## src/rtl/wb_ctrl.sv

```systemverilog
// Writeback controller: load-tracking FIFO, load-data extension and ALU/load arbitration.
// Optional WB_SCOREBOARD_EN macro enables the rs1/rs2 pending-load scoreboard.
module wb_ctrl #(
    parameter int unsigned LD_DEPTH = 2
) (
    input  logic        clk,
    input  logic        reset,
    input  logic        alu_valid,
    input  logic [4:0]  alu_rd,
    input  logic [31:0] alu_data,
    output logic        alu_ready,
    input  logic        ld_issue_valid,
    input  logic [4:0]  ld_issue_rd,
    input  logic [2:0]  ld_issue_funct3,
    input  logic [1:0]  ld_issue_addr_lo,
    output logic        ld_issue_ready,
    input  logic        mem_rvalid,
    input  logic [31:0] mem_rdata,
    output logic        mem_rready,
    output logic [4:0]  rd,
    output logic [31:0] busC,
    input  logic [4:0]  rs1,
    input  logic [4:0]  rs2,
    output logic        rs1_busy,
    output logic        rs2_busy,
    output logic        err
);

    localparam int unsigned PW = (LD_DEPTH > 2) ? 2 : 1;
    localparam int unsigned CW = (LD_DEPTH > 3) ? 3 : 2;
    localparam logic [CW-1:0] FULL_CNT = CW'(LD_DEPTH);
    localparam logic [PW-1:0] LAST_PTR = PW'(LD_DEPTH - 1);

    logic [4:0]    ent_rd_q [LD_DEPTH];
    logic [2:0]    ent_f3_q [LD_DEPTH];
    logic [1:0]    ent_lo_q [LD_DEPTH];
    logic [PW-1:0] head_q, tail_q;
    logic [CW-1:0] count_q, count_d;
    logic [4:0]    rd_q, rd_d;
    logic [31:0]   busc_q, busc_d;
    logic          err_q, err_d;

    logic          push, pop;
    logic [4:0]    hd_rd;
    logic [2:0]    hd_f3;
    logic [1:0]    hd_lo;
    logic [7:0]    byte_v;
    logic [15:0]   half_v;
    logic [31:0]   load_data;
    logic          bad_f3;

    function automatic logic [PW-1:0] ptr_inc(input logic [PW-1:0] p);
        return (p == LAST_PTR) ? '0 : p + 1'b1;
    endfunction

    assign ld_issue_ready = (count_q != FULL_CNT);
    assign mem_rready     = (count_q != '0);
    assign push           = ld_issue_valid & ld_issue_ready;
    assign pop            = mem_rvalid & mem_rready;
    assign alu_ready      = !pop;

    assign hd_rd = ent_rd_q[head_q];
    assign hd_f3 = ent_f3_q[head_q];
    assign hd_lo = ent_lo_q[head_q];

    always_comb begin
        byte_v = mem_rdata[7:0];
        case (hd_lo)
            2'd1:    byte_v = mem_rdata[15:8];
            2'd2:    byte_v = mem_rdata[23:16];
            2'd3:    byte_v = mem_rdata[31:24];
            default: byte_v = mem_rdata[7:0];
        endcase
        half_v    = hd_lo[1] ? mem_rdata[31:16] : mem_rdata[15:0];
        bad_f3    = 1'b0;
        load_data = mem_rdata;
        case (hd_f3)
            3'b000:  load_data = {{24{byte_v[7]}}, byte_v};
            3'b001:  load_data = {{16{half_v[15]}}, half_v};
            3'b010:  load_data = mem_rdata;
            3'b100:  load_data = {24'd0, byte_v};
            3'b101:  load_data = {16'd0, half_v};
            default: begin
                load_data = mem_rdata;
                bad_f3    = 1'b1;
            end
        endcase
    end

    always_comb begin
        count_d = count_q;
        if (push && !pop)
            count_d = count_q + 1'b1;
        else if (pop && !push)
            count_d = count_q - 1'b1;

        // Load response wins; an ALU request simply stays pending while alu_ready is low.
        rd_d   = '0;
        busc_d = busc_q;
        if (pop) begin
            rd_d   = hd_rd;
            busc_d = load_data;
        end else if (alu_valid) begin
            rd_d   = alu_rd;
            busc_d = alu_data;
        end

        err_d = err_q | (pop & bad_f3) | (mem_rvalid & !mem_rready);
    end

    always_ff @(posedge clk or posedge reset) begin
        if (reset) begin
            for (int unsigned i = 0; i < LD_DEPTH; i++) begin
                ent_rd_q[i] <= '0;
                ent_f3_q[i] <= '0;
                ent_lo_q[i] <= '0;
            end
            head_q  <= '0;
            tail_q  <= '0;
            count_q <= '0;
            rd_q    <= '0;
            busc_q  <= '0;
            err_q   <= 1'b0;
        end else begin
            if (push) begin
                ent_rd_q[tail_q] <= ld_issue_rd;
                ent_f3_q[tail_q] <= ld_issue_funct3;
                ent_lo_q[tail_q] <= ld_issue_addr_lo;
                tail_q           <= ptr_inc(tail_q);
            end
            if (pop)
                head_q <= ptr_inc(head_q);
            count_q <= count_d;
            rd_q    <= rd_d;
            busc_q  <= busc_d;
            err_q   <= err_d;
        end
    end

    assign rd   = rd_q;
    assign busC = busc_q;
    assign err  = err_q;

`ifdef WB_SCOREBOARD_EN
    logic [LD_DEPTH-1:0] valid_q;
    logic                rs1_hit, rs2_hit;

    always_ff @(posedge clk or posedge reset) begin
        if (reset) begin
            valid_q <= '0;
        end else begin
            if (push)
                valid_q[tail_q] <= 1'b1;
            if (pop)
                valid_q[head_q] <= 1'b0;
        end
    end

    // An entry being pushed this cycle already counts as pending.
    always_comb begin
        rs1_hit = push && (ld_issue_rd == rs1);
        rs2_hit = push && (ld_issue_rd == rs2);
        for (int unsigned i = 0; i < LD_DEPTH; i++) begin
            if (valid_q[i] && (ent_rd_q[i] == rs1)) rs1_hit = 1'b1;
            if (valid_q[i] && (ent_rd_q[i] == rs2)) rs2_hit = 1'b1;
        end
    end

    assign rs1_busy = (rs1 != '0) && rs1_hit;
    assign rs2_busy = (rs2 != '0) && rs2_hit;
`else
    logic unused_rs;
    assign unused_rs = ^{rs1, rs2};
    assign rs1_busy  = 1'b0;
    assign rs2_busy  = 1'b0;
`endif

endmodule

```

## config.mk

```make
export PLATFORM = sky130hd
export DESIGN_NAME = wb_ctrl
export DESIGN_NICKNAME = d
export VERILOG_FILES = /design/src/rtl/wb_ctrl.sv
export SDC_FILE = /design/constraint.sdc
export NUM_CORES = 1
export LEC_CHECK = 0
export CAP_MARGIN = 10
export CORE_MARGIN = 2
export CORE_UTILIZATION = 44
export DETAILED_ROUTE_END_ITERATION = 8
export PLACE_DENSITY = 0.81
export SLEW_MARGIN = 10
export SYNTH_ARGS = -nofsm -noshare
export SYNTH_HDL_FRONTEND = slang
export SYNTH_SLANG_ARGS = --single-unit
```

## constraint.sdc

```tcl
create_clock -name clk -period 2.4 [get_ports clk]
set_input_delay 0.48 -clock clk [delete_from_list [all_inputs] [get_ports clk]]
set_output_delay 0.48 -clock clk [all_outputs]
set_load 0.01 [all_outputs]
```

; Word level (Yosys, flattened, before mapping)
; Cells that the tools add are included.
[totals]
regBits = 62
in_bits = 94
out_inout_bits = 43
[classes]
add_sub_neg = 4
n_lt_le_gt_ge = 3
n_eq_ne = 8
n_mux = 30
bitwise = 8
n_reduce_logical = 11
[op_table]
columns = operator, count
row1 = case mux 32 bit (4 select lines), 1
row2 = 2-to-1 mux 32 bit, 2
row3 = 2-to-1 mux 5 bit, 6
row4 = case mux 8 bit (3 select lines), 1
row5 = 2-to-1 mux 16 bit, 1
row6 = 2-to-1 mux 2 bit, 6
row7 = 2-to-1 mux 3 bit, 4
row8 = bitwise mux 10 bit, 1
row9 = bitwise mux 6 bit, 1
row10 = equality test 3 bit (second input constant), 2
row11 = nonzero test 2 bit, 3
row12 = demux 5 bit (select 1 bit), 1
row13 = OR reduction 5 bit, 1
row14 = bitwise AND 1 bit, 4
row15 = bitwise mux 4 bit, 1
row16 = equality test 2 bit (second input constant), 2
row17 = greater-or-equal comparator 2 bit (second input constant), 2
row18 = inverter 1 -> 2 bit, 2
row19 = demux 3 bit (select 1 bit), 1
row20 = equality test 3 x 1 -> 1 bit (second input constant), 1
row21 = equality test 3 x 2 -> 1 bit (second input constant), 1
row22 = logical AND 1 bit, 3
row23 = logical NOT 1 bit, 3
row24 = logical NOT 3 bit, 1
row25 = other kinds (9), 13

; Logic depth before layout (Yosys ltp)
[depth]
depth_word = 10
ltp_mapped = 9
ltp_nobuf = 7

; Worst setup path after synthesis
; Ideal clock, no wire load.
[synth_path]
kind = reg-to-reg
start = reg count_q[0]
end = reg count_q[1]
setup_ns = 0.125
arrival_ns = 2.034
required_time_ns = 2.275
setup_slack_ns = 0.241
stages_incl_launch_ff = 10
path_cell_list = dfrtp_1 > or2_1 > and2_1 > clkbuf_1 > inv_1 > clkbuf_1 > ha_1 > xor2_1 > nor2_1 > xor2_1
[synth_via]
elab_chain_len = 5
elab_cells_between_ends = 13
cone_classes = 2 x add/sub / 1 x eq/ne / 2 x mux / 2 x bitwise / 6 x reduce/logical
[synth_rtl]
columns = item, line_no
row1 = from (decl), 38  ; logic [CW-1:0] count_q, count_d;
row2 = from (signal assigned), 133  ; count_q <= count_d;
row3 = nonzero test 2 bit *, 57  ; assign mem_rready = (count_q != '0);
row4 = via mem_rready, 19  ; output logic mem_rready,
row5 = bitwise AND 1 bit *, 59  ; assign pop = mem_rvalid & mem_rready;
row6 = logical NOT 1 bit *, --
row7 = via alu_ready, 11  ; output logic alu_ready,
row8 = logical AND 1 bit *, 92  ; if (push && !pop)
row9 = 2-to-1 mux 2 bit or nonzero test 2 bit (tied branches), --
; The timed path passes the listed nets; every way through them passes the cells marked *. The select of a mux whose other input is x is not followed.
; A chain may end at the register's enable or synchronous reset.

; Worst setup path in the final report
[layout_path]
start = reg count_q[0]
end = out alu_ready
[layout_via]
elab_chain_len = 3
[layout_rtl]
columns = item, line_no
row1 = nonzero test 2 bit, 57
row2 = bitwise AND 1 bit, 59
row3 = logical NOT 1 bit, 60  ; assign alu_ready = !pop;
row4 = to (decl), 11
; No other way between the ends.

==> impl_results.md <==
- Final GP Congestion: between 0.8 and 0.9
- Leak pwr: about 2.1 nW
- Vias: 3,190
- # H-tree levels: 3
- CP Class: reg -> out
- Total Nets Final: between 500 and 600
- CP max FO: 5
- Vias in the first global route: approximately 3,300
- CTS Sinks: just over 60
- Clock Skews: 0.0159 ns
- Slack of the critical path: 0.209 ns
- MaxCap Viol Count: 0
- Placed wire-length estimate: about 7.7 mm
- Clock share of power: 16.1%
- Total Neg Setup Slack: 0 ns
- PD cells: ~1300 mW/mm^2
- Footprint of the multi-input gates: 0.00174 sq mm
- Synth Cell Area: between 0.003 and 0.004 sq mm
- Worst setup SP type: flip-flop
- Sequential share of the synthesized area: approximately 45%
- Initial core utilization: around 45%
- Worst skew pair latency: about 0.35 ns
- Finished Layout Cells: 574
- GRT Total Usage: between 20% and 30%
- Minimum clock period: 2.19 ns
- Most common cell after layout, fill and taps aside: clkdlybuf4s50_1
- Critical Path RT: about 1.9 ns
- Root buf cell: clkbuf_8
- DR DRC count: 0
- Post-CTS setup repair buffer count: 0
- Starting DRT DRC Count: 199
- Port buffer count: between 100 and 150
- Main synth FF type: dfrtp_1
- Post-route cell area: between 0.005 and 0.006 sq mm
- Part of the cycle the worst path needs: slightly above 90%
- Comb pwr share: between 50% and 60%
- Die area: approximately 0.0085 sq mm
- Core Area: 0.00765 sq mm
- Initial antenna violation count: 0
- Slew @ Worst Pin: about 0.63 ns
- Peak VDD IR: about 0.73 mV
- Reg area: ~0.0016 sq mm
- Average vias per placed instance: approximately 5.6
- Number of buffers inserted by hold repair at cts: 0
- Area Overhead vs Synth: 47.5%
- Fillers: 598
- Minimum hold slack: around 0.48 ns
- Peak Freq: roughly 460 MHz
- Fraction of registers with async set/reset: between 90% and 100%
- Yosys Warn Count: 0
- Mean Syn Cell Area: approximately 10 sq um
- Count of cell types in the netlist: 50
- Placed cell area: about 0.0048 sq mm
- RSZ-0062 raised after global routing: no
- Design Power: 6.43 mW
- Max Transition Viols Final: 0
- Worst path arrival time: between 1.5 and 2 ns
- Die X: about 92 microns
- WL final: approximately 10 mm
- TritonCTS clock tree: done
- Synth Register Bits: 62
- Core Util, Final: about 66%
- Cell count after placement: ~560
- Internal power: 3.91 mW
- Fin. Hold Viols: 0
- Num CTS Buffers: 9
- Status: finished, final reports clean
- Reg2reg setup slack: approximately 0.31 ns
- # diodes: 0
- Fraction of layout cells with a size suffix above 1: 13.3%
- WL per Instance: between 15 and 20 microns
- Most frequent cells in the layout: 122 x clkdlybuf4s50_1, 62 x dfrtp_1, 38 x nand2_1, 32 x a21oi_1, 29 x mux2i_1
- Part of the power in registers: between 30% and 40%
- Antenna viol nets, final: 0
- Setup Viol. Count Final: 0
- Number of flops mapped to enable cells by yosys: 0
- CTS clk-pin slew, worst paths: roughly 0.080 ns
- Worst slack, placed: roughly 0.018 ns
- IO Count: ~140
- Vert. Die Dim: 92.2 microns
- Worst slew margin: between 50% and 60%
- # rows: 32
- Worst hold path type: in -> async
- Psw: approximately 2.5 mW
- Sw Share: about two fifths
- Clk buf depth: 2
- GRT overflow: 0
- Largest net degree at the start of global routing: 39
- Crit end category: primary output
- First-pass GRT wire length: 16.5 mm
- Synth Instances: approximately 340
- Drt first pass iters: 5
[kinds of logic after synthesis]
group / synth area share (%)
adder cells (fa/ha/maj): 0.365
buffers and inverters: 4.06
other: 0.110
AND/OR/NAND/NOR: 12.4
XOR/XNOR: 1.28
multiplexers: 15.7
AO/OA/AOI/OAI: 20.7
flip-flops: 45.3
[power by group through the flow]
stage                     sequential (mW)  clock, mW  combinational [mW]
after floorplan                      2.03          0                1.91
final                                1.96       1.04                3.44
after global placement               1.94          0                3.33
after detailed placement             1.96          0                3.42
after global routing                 2.03       1.09                3.71
after CTS                            1.95       1.05                3.44
[path summary, 6_finish.rpt]
path,start,to,cells after the start
max,count_q[0],alu_ready,4
min,reset,busC[19],2
max reg2reg,count_q[0],count_q[1],8
min reg2reg,err,err,1
max in group asynchronous,reset,busC[0],3
min in group clk,err,err,1
[final cells by class]
| class | count | share of cell area [%] |
|---|---|---|
| Multi-Input combinational cell | 249 | 34.4 |
| Sequential cell | 62 | 30.7 |
| Timing Repair Buffer | 139 | 27.4 |
| Clock buffer | 10 | 2.53 |
| Tap cell | 102 | 2.53 |
| Clock inverter | 6 | 1.88 |
| Inverter | 6 | 0.446 |
[repair_timing]
action,4_1_cts,5_1_grt
resized for setup,1,1
gates cloned,0,0
setup endpoints to repair,1,2
[worst max-delay path, stage by stage (launching register included)]
cell,delay (ns)
dfrtp_1,0.44
or2_1,0.26
and2_1,0.26
inv_1,0.11
dlygate4sd2_1,0.28
[cell usage after synthesis, types with 3 or more instances]
library cell	count	share of area, %
a211oi_1	8	1.8
a21oi_1	32	4.7
a22o_1	6	1.5
a22oi_1	15	3.3
a31oi_1	10	1.8
buf_2	3	0.44
buf_4	3	0.66
clkbuf_1	13	1.4
dfrtp_1	62	45
inv_1	6	0.66
mux2_2	22	7.2
mux2i_1	29	8.5
nand2_1	38	4.2
nand2b_1	3	0.55
nand3_1	5	0.73
nor2_1	16	1.8
nor2b_1	9	1.6
nor3_1	3	0.44
o21ai_0	11	1.6
o22ai_1	8	1.5
xnor2_1	3	0.77
[state kept, by name, indices dropped and copies added (netlist names)]
name and cells:
ent_f3_q 6, head_q 1, rd 5, ent_rd_q 10, tail_q 1, count_q 2
busC 32, err 1, ent_lo_q 4
[metal layers]
metal,track usage [%],part of all wire [%]
met1,32.2,43
met3,6.57,6.1
met4,7.96,2.0
met2,41.2,49
met5,0,0
No activity file was read; power rests on OpenSTA's default activity.
